[src/rtl/aes_job_scheduler.sv]
// aes_job_scheduler: shares one AES core between two requesters.
// Round-robin grant, registered core key/plain text, fixed-latency timing,
// last-key cache that skips the key-expansion wait on an unchanged key.
// Optional decrypt self-check enabled by defining AES_SCHED_CHECK_EN.
module aes_job_scheduler #(
    parameter int unsigned CORE_LAT = 11,
    parameter int unsigned KEY_LAT  = 10
) (
    input  logic         clk,
    input  logic         rst,
    input  logic         req0_valid,
    output logic         req0_ready,
    input  logic [127:0] req0_key,
    input  logic [127:0] req0_data,
    input  logic         req1_valid,
    output logic         req1_ready,
    input  logic [127:0] req1_key,
    input  logic [127:0] req1_data,
    output logic [127:0] core_key,
    output logic [127:0] core_plain_text,
    input  logic [127:0] core_cipher_text,
    input  logic [127:0] core_decrypted,
    output logic         out_valid,
    input  logic         out_ready,
    output logic [127:0] out_data,
    output logic         out_id,
    output logic         out_err,
    output logic         busy
);

    typedef enum logic [1:0] {
        ST_IDLE   = 2'd0,
        ST_KEYEXP = 2'd1,
        ST_RUN    = 2'd2,
        ST_DONE   = 2'd3
    } state_e;

    localparam logic [7:0] CORE_LAT_M1 = 8'(CORE_LAT - 1);
    localparam logic [7:0] KEY_LAT_M1  = 8'(KEY_LAT - 1);

    state_e       state_q, state_d;
    logic [7:0]   cnt_q, cnt_d;
    logic [127:0] core_key_q, core_key_d;
    logic [127:0] core_pt_q, core_pt_d;
    logic [127:0] out_data_q, out_data_d;
    logic         out_valid_q, out_valid_d;
    logic         out_id_q, out_id_d;
    logic         rr_ptr_q, rr_ptr_d;
    logic         key_vld_q, key_vld_d;
    logic         busy_q, busy_d;

    logic         any_req_s;
    logic         grant_id_s;
    logic         idle_s;
    logic [127:0] sel_key_s;
    logic [127:0] sel_data_s;
    logic         key_hit_s;

`ifdef AES_SCHED_CHECK_EN
    logic         out_err_q, out_err_d;
`else
    logic         unused_decrypted_s;
`endif

    // Arbitration: lone requester wins, contention resolved by rr_ptr.
    always_comb begin
        any_req_s = req0_valid | req1_valid;
        idle_s    = (state_q == ST_IDLE);
        if (req0_valid && req1_valid) begin
            grant_id_s = rr_ptr_q;
        end else if (req1_valid) begin
            grant_id_s = 1'b1;
        end else begin
            grant_id_s = 1'b0;
        end
        if (grant_id_s) begin
            sel_key_s  = req1_key;
            sel_data_s = req1_data;
        end else begin
            sel_key_s  = req0_key;
            sel_data_s = req0_data;
        end
        key_hit_s = key_vld_q && (sel_key_s == core_key_q);
    end

    assign req0_ready = idle_s & req0_valid & ~grant_id_s;
    assign req1_ready = idle_s & req1_valid &  grant_id_s;

    // Next-state and next-output computation for the job sequencer.
    always_comb begin
        state_d     = state_q;
        cnt_d       = cnt_q;
        core_key_d  = core_key_q;
        core_pt_d   = core_pt_q;
        out_data_d  = out_data_q;
        out_valid_d = out_valid_q;
        out_id_d    = out_id_q;
        rr_ptr_d    = rr_ptr_q;
        key_vld_d   = key_vld_q;
`ifdef AES_SCHED_CHECK_EN
        out_err_d   = out_err_q;
`endif
        case (state_q)
            ST_IDLE: begin
                if (any_req_s) begin
                    core_key_d = sel_key_s;
                    core_pt_d  = sel_data_s;
                    out_id_d   = grant_id_s;
                    rr_ptr_d   = ~grant_id_s;
                    if (key_hit_s) begin
                        state_d = ST_RUN;
                        cnt_d   = CORE_LAT_M1;
                    end else begin
                        state_d   = ST_KEYEXP;
                        cnt_d     = KEY_LAT_M1;
                        key_vld_d = 1'b1;
                    end
                end else begin
                    state_d = ST_IDLE;
                end
            end
            ST_KEYEXP: begin
                if (cnt_q == 8'd0) begin
                    state_d = ST_RUN;
                    cnt_d   = CORE_LAT_M1;
                end else begin
                    cnt_d = cnt_q - 8'd1;
                end
            end
            ST_RUN: begin
                if (cnt_q == 8'd0) begin
                    out_data_d  = core_cipher_text;
                    out_valid_d = 1'b1;
                    state_d     = ST_DONE;
`ifdef AES_SCHED_CHECK_EN
                    out_err_d   = (core_decrypted != core_pt_q);
`endif
                end else begin
                    cnt_d = cnt_q - 8'd1;
                end
            end
            ST_DONE: begin
                if (out_ready) begin
                    out_valid_d = 1'b0;
                    state_d     = ST_IDLE;
`ifdef AES_SCHED_CHECK_EN
                    out_err_d   = 1'b0;
`endif
                end else begin
                    state_d = ST_DONE;
                end
            end
            default: begin
                state_d     = ST_IDLE;
                out_valid_d = 1'b0;
            end
        endcase
        busy_d = (state_d != ST_IDLE);
    end

    // State and output registers; reset drops any job and the key cache.
    always_ff @(posedge clk or posedge rst) begin
        if (rst) begin
            state_q     <= ST_IDLE;
            cnt_q       <= 8'd0;
            core_key_q  <= 128'd0;
            core_pt_q   <= 128'd0;
            out_data_q  <= 128'd0;
            out_valid_q <= 1'b0;
            out_id_q    <= 1'b0;
            rr_ptr_q    <= 1'b0;
            key_vld_q   <= 1'b0;
            busy_q      <= 1'b0;
        end else begin
            state_q     <= state_d;
            cnt_q       <= cnt_d;
            core_key_q  <= core_key_d;
            core_pt_q   <= core_pt_d;
            out_data_q  <= out_data_d;
            out_valid_q <= out_valid_d;
            out_id_q    <= out_id_d;
            rr_ptr_q    <= rr_ptr_d;
            key_vld_q   <= key_vld_d;
            busy_q      <= busy_d;
        end
    end

`ifdef AES_SCHED_CHECK_EN
    // Decrypt-mismatch flag register, travels with out_data.
    always_ff @(posedge clk or posedge rst) begin
        if (rst) begin
            out_err_q <= 1'b0;
        end else begin
            out_err_q <= out_err_d;
        end
    end
    assign out_err = out_err_q;
`else
    assign unused_decrypted_s = ^core_decrypted;
    assign out_err            = 1'b0;
`endif

    assign core_key        = core_key_q;
    assign core_plain_text = core_pt_q;
    assign out_data        = out_data_q;
    assign out_valid       = out_valid_q;
    assign out_id          = out_id_q;
    assign busy            = busy_q;

endmodule

[config.mk]
export PLATFORM = sky130hd
export DESIGN_NAME = aes_job_scheduler
export DESIGN_NICKNAME = d
export VERILOG_FILES = /design/src/rtl/aes_job_scheduler.sv
export SDC_FILE = /design/constraint.sdc
export NUM_CORES = 1
export LEC_CHECK = 0
export CAP_MARGIN = 20
export CORE_AREA = 2 2 456 458
export DETAILED_ROUTE_END_ITERATION = 10
export DIE_AREA = 0 0 458 460
export PLACE_DENSITY = 0.41
export SYNTH_ARGS = -nofsm -noshare
export SYNTH_HDL_FRONTEND = slang
export SYNTH_SLANG_ARGS = --single-unit
[constraint.sdc]
create_clock -name clk -period 15.54 [get_ports clk]
set_input_delay 4.662 -clock clk [delete_from_list [all_inputs] [get_ports clk]]
set_output_delay 4.662 -clock clk [all_outputs]
set_load 0.02 [all_outputs]
=== Yosys cells after proc, flatten, opt, wreduce, memory -nomap -nowiden ===
Cells that the tools add are included.

* Output and inout port bits: 390
* Word-level logic and storage cells: 56
* Flip-flop bits (word level): 399
* Input port bits: 773

* Reduce and logical (&&, ||, !) cells: 12
* Bitwise gates (word level): 7
* Add/sub/neg operators: 1
* Eq/ne operators: 8
* Multiplexer cells: 18

{| class="wikitable"
|+ Operators by type and width
! operator !! count
|-
| 128-bit two-way mux || 2
|-
| 128-bit == test || 1
|-
| 8-bit two-way mux || 3
|-
| 8-bit one-hot mux with 3 select lines || 1
|-
| 2-bit two-way mux || 6
|-
| 3-bit AND reduction || 3
|-
| 8-bit zero test || 1
|-
| 2-bit != test, second input constant || 4
|-
| 2-bit one-hot mux with 4 select lines || 1
|-
| 8-bit by 1-bit subtractor with 8-bit output, second input constant || 1
|-
| 1-bit bitwise AND || 4
|-
| 2-bit == test, second input constant || 2
|-
| 1-bit two-way mux || 4
|-
| 2-bit AND reduction || 2
|-
| 2-bit nonzero test || 2
|-
| 3-bit nonzero test || 1
|-
| 2-bit by 1-bit == test with 1-bit output, second input constant || 1
|-
| 1-bit logical AND || 2
|-
| 2-bit zero test || 1
|-
| 1-bit inverter || 2
|-
| 1-bit one-hot mux with 2 select lines || 1
|-
| 1-bit bitwise OR || 1
|}

=== Logic depth before layout (Yosys ltp) ===
* Depth in word-level cells: 9
* Gate-level depth with buffers: 12

=== Worst setup path after synthesis ===
Ideal clock, no wire load.

* Path type: in2out
* Start: input port req1_valid
* End: output port req1_ready
* Data required time: 10.878 ns
* Data arrival time: 6.534 ns
* Slack: 4.344 ns
* Cell stages on the path: 8
* Path through: buf_2 > clkbuf_1 > clkbuf_1 > buf_2 > o21ai_1 > nor2_1 > clkbuf_1 > clkbuf_1

* Word-level cells in the longest chain between the ends: 3
* Elaborated cells between the ends (all ways): 5
* Classes of those cells: 2 x mux; 2 x bitwise; 1 x reduce/logical

{| class="wikitable"
|+ RTL lines
! what !! line !! text
|-
| from (decl) || 15 || <nowiki>input logic req1_valid,</nowiki>
|-
| 1-bit two-way mux or 1-bit logical AND (tied branches) || 71, 69 ||
|-
| 1-bit two-way mux || 69 || <nowiki>if (req0_valid && req1_valid) begin</nowiki>
|-
| 1-bit bitwise AND * || 87 || <nowiki>assign req1_ready = idle_s & req1_valid & grant_id_s;</nowiki>
|-
| to (decl) || 16 || <nowiki>output logic req1_ready,</nowiki>
|}

Every way passes the cells marked *; elsewhere a longest branch is shown, timed or not.

=== Final worst setup path ===
* Start: input port req0_valid
* End: output port req0_ready

* Word-level cells in the longest chain between the ends: 4
* Elaborated cells between the ends (all ways): 5
* Classes of those cells: 1 x mux; 3 x bitwise; 1 x reduce/logical

{| class="wikitable"
|+ RTL lines
! what !! line !! text
|-
| from (decl) || 11 || <nowiki>input logic req0_valid,</nowiki>
|-
| 1-bit logical AND || 69 ||
|-
| 1-bit two-way mux || 69 ||
|-
| 1-bit inverter || 86 || <nowiki>assign req0_ready = idle_s & req0_valid & ~grant_id_s;</nowiki>
|-
| 1-bit bitwise AND * || 86 ||
|-
| to (decl) || 12 || <nowiki>output logic req0_ready,</nowiki>
|}

Marks and branches as above.

==> metrics.yaml <==
floorplanning:
  fp.dieH_microns: 460
  die_width_microns: 458
  io_pins: 1163
  fp.dieArea_sq_mm: 0.211
  core_sq_mm: 0.206
  rows: 167
  start_util_pct: 9.49
sta:
  fin_tns_setup_ns: 0
  min_period_ns: 12.10
  fmax_mhz: 82.7
  relSlewSlack_pct: 32.0
  tightest_slew_ns: 0.994
  min_period_over_period_pct: 77.8
  fin_skew_ns: 0.0680
  hold_viol: 0
  rsz0062_at_grt: "no"
  finalSetupViolations: 0
  finalMaxSlewViolations: 0
synth:
  synth_area_leaders: "dfrtp_1, mux2_2, nand2_1"
  synthesis.area_sq_mm: 0.0196
  yosys-mux-area-fraction_pct: 8.88
  seq_area_frac_synth_pct: 51.1
  synth_simple_gate_area_share_pct: 15.2
  yosys_warnings: 0
  yosysMostFrequentCell: "dfrtp_1"
  synthCells: 2035
  synth_area_leader_cell: "dfrtp_1"
  synth-main-ff-cell: "dfrtp_1"
  synth_common_cells: "dfrtp_1, nand2_1, o21ai_0"
  synth_edf_count: 0
  postSynthAreaPerCell_sq_um: 9.61
  synth-seq-cells: 399
  yosys.area.top_type_share_pct: 51.1
  synth_compound_area_share_pct: 18.6
  synth_nets: 2815
  synthArstFlopShare_pct: 100
  synthAdderAreaFrac_pct: 0.448
  synth_top_family_by_area: "compound AO/OA/AOI/OAI gates"
  synth_xor_area_share_pct: 1.66
  ys_types: 66
global_route:
  grt_max_degree: 121
  track_usage_pct: 15.2
  first_global_vias: 21200
  grt_pass1_wl_microns: 214000
  antenna_found_initial: 104
  grt_remaining_overflow: 0
critical_path:
  critPathKind: "input pin to output pin"
  regToRegStartpoint: "rr_ptr_q"
  cp_top_family: "buffers and inverters"
  path_depth: 6
  cp-end-kind: "output pin"
  path_cells: "clkdlybuf4s50_1, nor2b_4, nor2_4, buf_4, nor2_4, clkdlybuf4s50_1"
  crit_fanout: 42
  r2r-end: "state_q[0]"
  cp_data_arrival_time_ns: 7.44
  cp_slowest_cell: "clkdlybuf4s50_1"
  crit_buf_inv: 3
  worstPathRequired_ns: 10.88
  max_stage_delay_ns: 0.69
  r2r_slack_ns: 10.82
  r2r_cells: 11
  cp-start-kind: "input pin"
routing:
  drtIter0Drc: 1593
  first_pass_iters: 6
  antenna_left: 0
  vias: 21000
  wl_microns: 167000
  wl_per_cell_microns: 28.8
  vias_per_cell: 3.62
  drc: 0
run:
  maxCapViolations: 0
cts:
  clk_pin_slew_ns: 0.06
  ctsResizeCount: 0
  postCtsSetupBuffers: 0
  cts_root_buf: "clkbuf_16"
  insertion_delay_ns: 0.72
  numCtsBuffers: 58
  cts.htree.levels: 2
  clock-sinks: 399
  cts_tree: "yes"
  ctsHoldBuffers: 0
  clk_path_buf_depth: 3
pwr:
  p_leak_uw: 0.0138
  peakVddDrop_v: 0.0000916
  p_sw_uw: 3240
  p_comb_share_pct: 51.9
  p_clk_share_pct: 20.6
  seqPwrFrac_pct: 27.5
  p_per_area_mw_per_mm2: 205
  switching_share_pct: 44.8
  p_int_uw: 3990
run_status:
  status: "finished clean"
placed_design:
  port_buffers: 1033
  dp_hpwl_microns: 138000
  routabilityCongestion: 0.894
worst_hold_path:
  min_to: "out_id"
  holdPathStages: 1
  hp-class: "register to register"
  hp-start: "out_id"
cells_and_area:
  final_util_pct: 17.1
  drive_gt1_share_pct: 9.20
  area_delta_synth_final_pct: 80.3
  fin_nets: 3811
==> per-stage QoR <==
step / cell area (sq um) / std cells / worst slack, ns / hold slack, ns / total power (uW)
final: 35300 / 5801 / 3.44 / 0.482 / 7230
after global routing: 35200 / 5791 / 3.28 / 0.514 / 7660
after global placement: 33100 / 5673 / 3.40 / 0.464 / 5820
after detailed placement: 33100 / 5674 / 3.37 / 0.469 / 5820
after CTS: 35200 / 5779 / 3.37 / 0.487 / 7400
after floorplan: 19600 / 2035 / 4.34 / 0.451 / 3560
==> placed cells by master, fill, tap and decap left out, types with 17 or more instances in the layout <==
cell	netlist	final
and3_1	30	30
a21boi_0	19	19
xor2_1	21	21
clkbuf_16	0	59
o21ai_0	151	151
nand2_1	368	366
inv_1	72	71
a31oi_1	87	87
nor2_1	96	94
diode_2	0	21
mux2_2	131	131
a21oi_1	64	64
clkdlybuf4s50_1	0	1032
nand3_1	80	80
a22oi_1	119	119
mux2i_1	26	26
buf_4	3	35
nand2b_1	18	17
o2111ai_1	20	20
dfrtp_1	399	399
==> metal layers <==
metal	share of wire, %	wire [microns]	vias to the layer above	global-route usage [%]
met1	37	62200	10300	16.7
met5	0.17	284	-	0
met2	49	82300	1122	26.6
met3	10	17500	269	6.49
li1	-	-	9334	-
met4	2.8	4730	44	4.51
==> cells by family after synthesis <==
group,Yosys count
mux,157
simple gates,669
fa+ha+maj,7
buf+inv,208
compound gates,557
other cells,1
xor+xnor,37
flops,399
==> how the worst max path moves through the flow <==
stage | to | slack [ns] | start
final | req0_ready | 3.44 | req0_valid
after global routing | req0_ready | 3.28 | req0_valid
after floorplan | req1_ready | 4.34 | req1_valid
after CTS | req0_ready | 3.37 | req0_valid
after global placement | req0_ready | 3.40 | req0_valid
after detailed placement | req0_ready | 3.37 | req0_valid
==> registers in the layout, indices dropped and copies added (netlist names) <==
register and count:
out_data 128, key_vld_q 1, busy 1, core_plain_text 128, cnt_q 8, out_valid 1, core_key 128, state_q 2
out_id 1, rr_ptr_q 1
==> cell type report <==
| type | instances | area (sq um) |
|---|---|---|
| Inverter | 73 | 278 |
| Tap cell | 2704 | 3380 |
| Multi-Input combinational cell | 1428 | 8820 |
| Sequential cell | 399 | 9980 |
| Clock buffer | 82 | 1700 |
| Timing Repair Buffer | 1071 | 10700 |
| Clock inverter | 23 | 382 |
| Fill cell | 23100 | 171000 |
| Antenna cell | 21 | 52.6 |
==> power by group through the flow <==
stage	Combinational [uW]	Clock (uW)	Sequential [uW]
after detailed placement	3840	0	1990
final	3750	1490	1980
after global routing	4030	1590	2050
after global placement	3850	0	1970
after CTS	3860	1560	1980
after floorplan	1060	0	2500
Power figures use the tool's default switching activity.
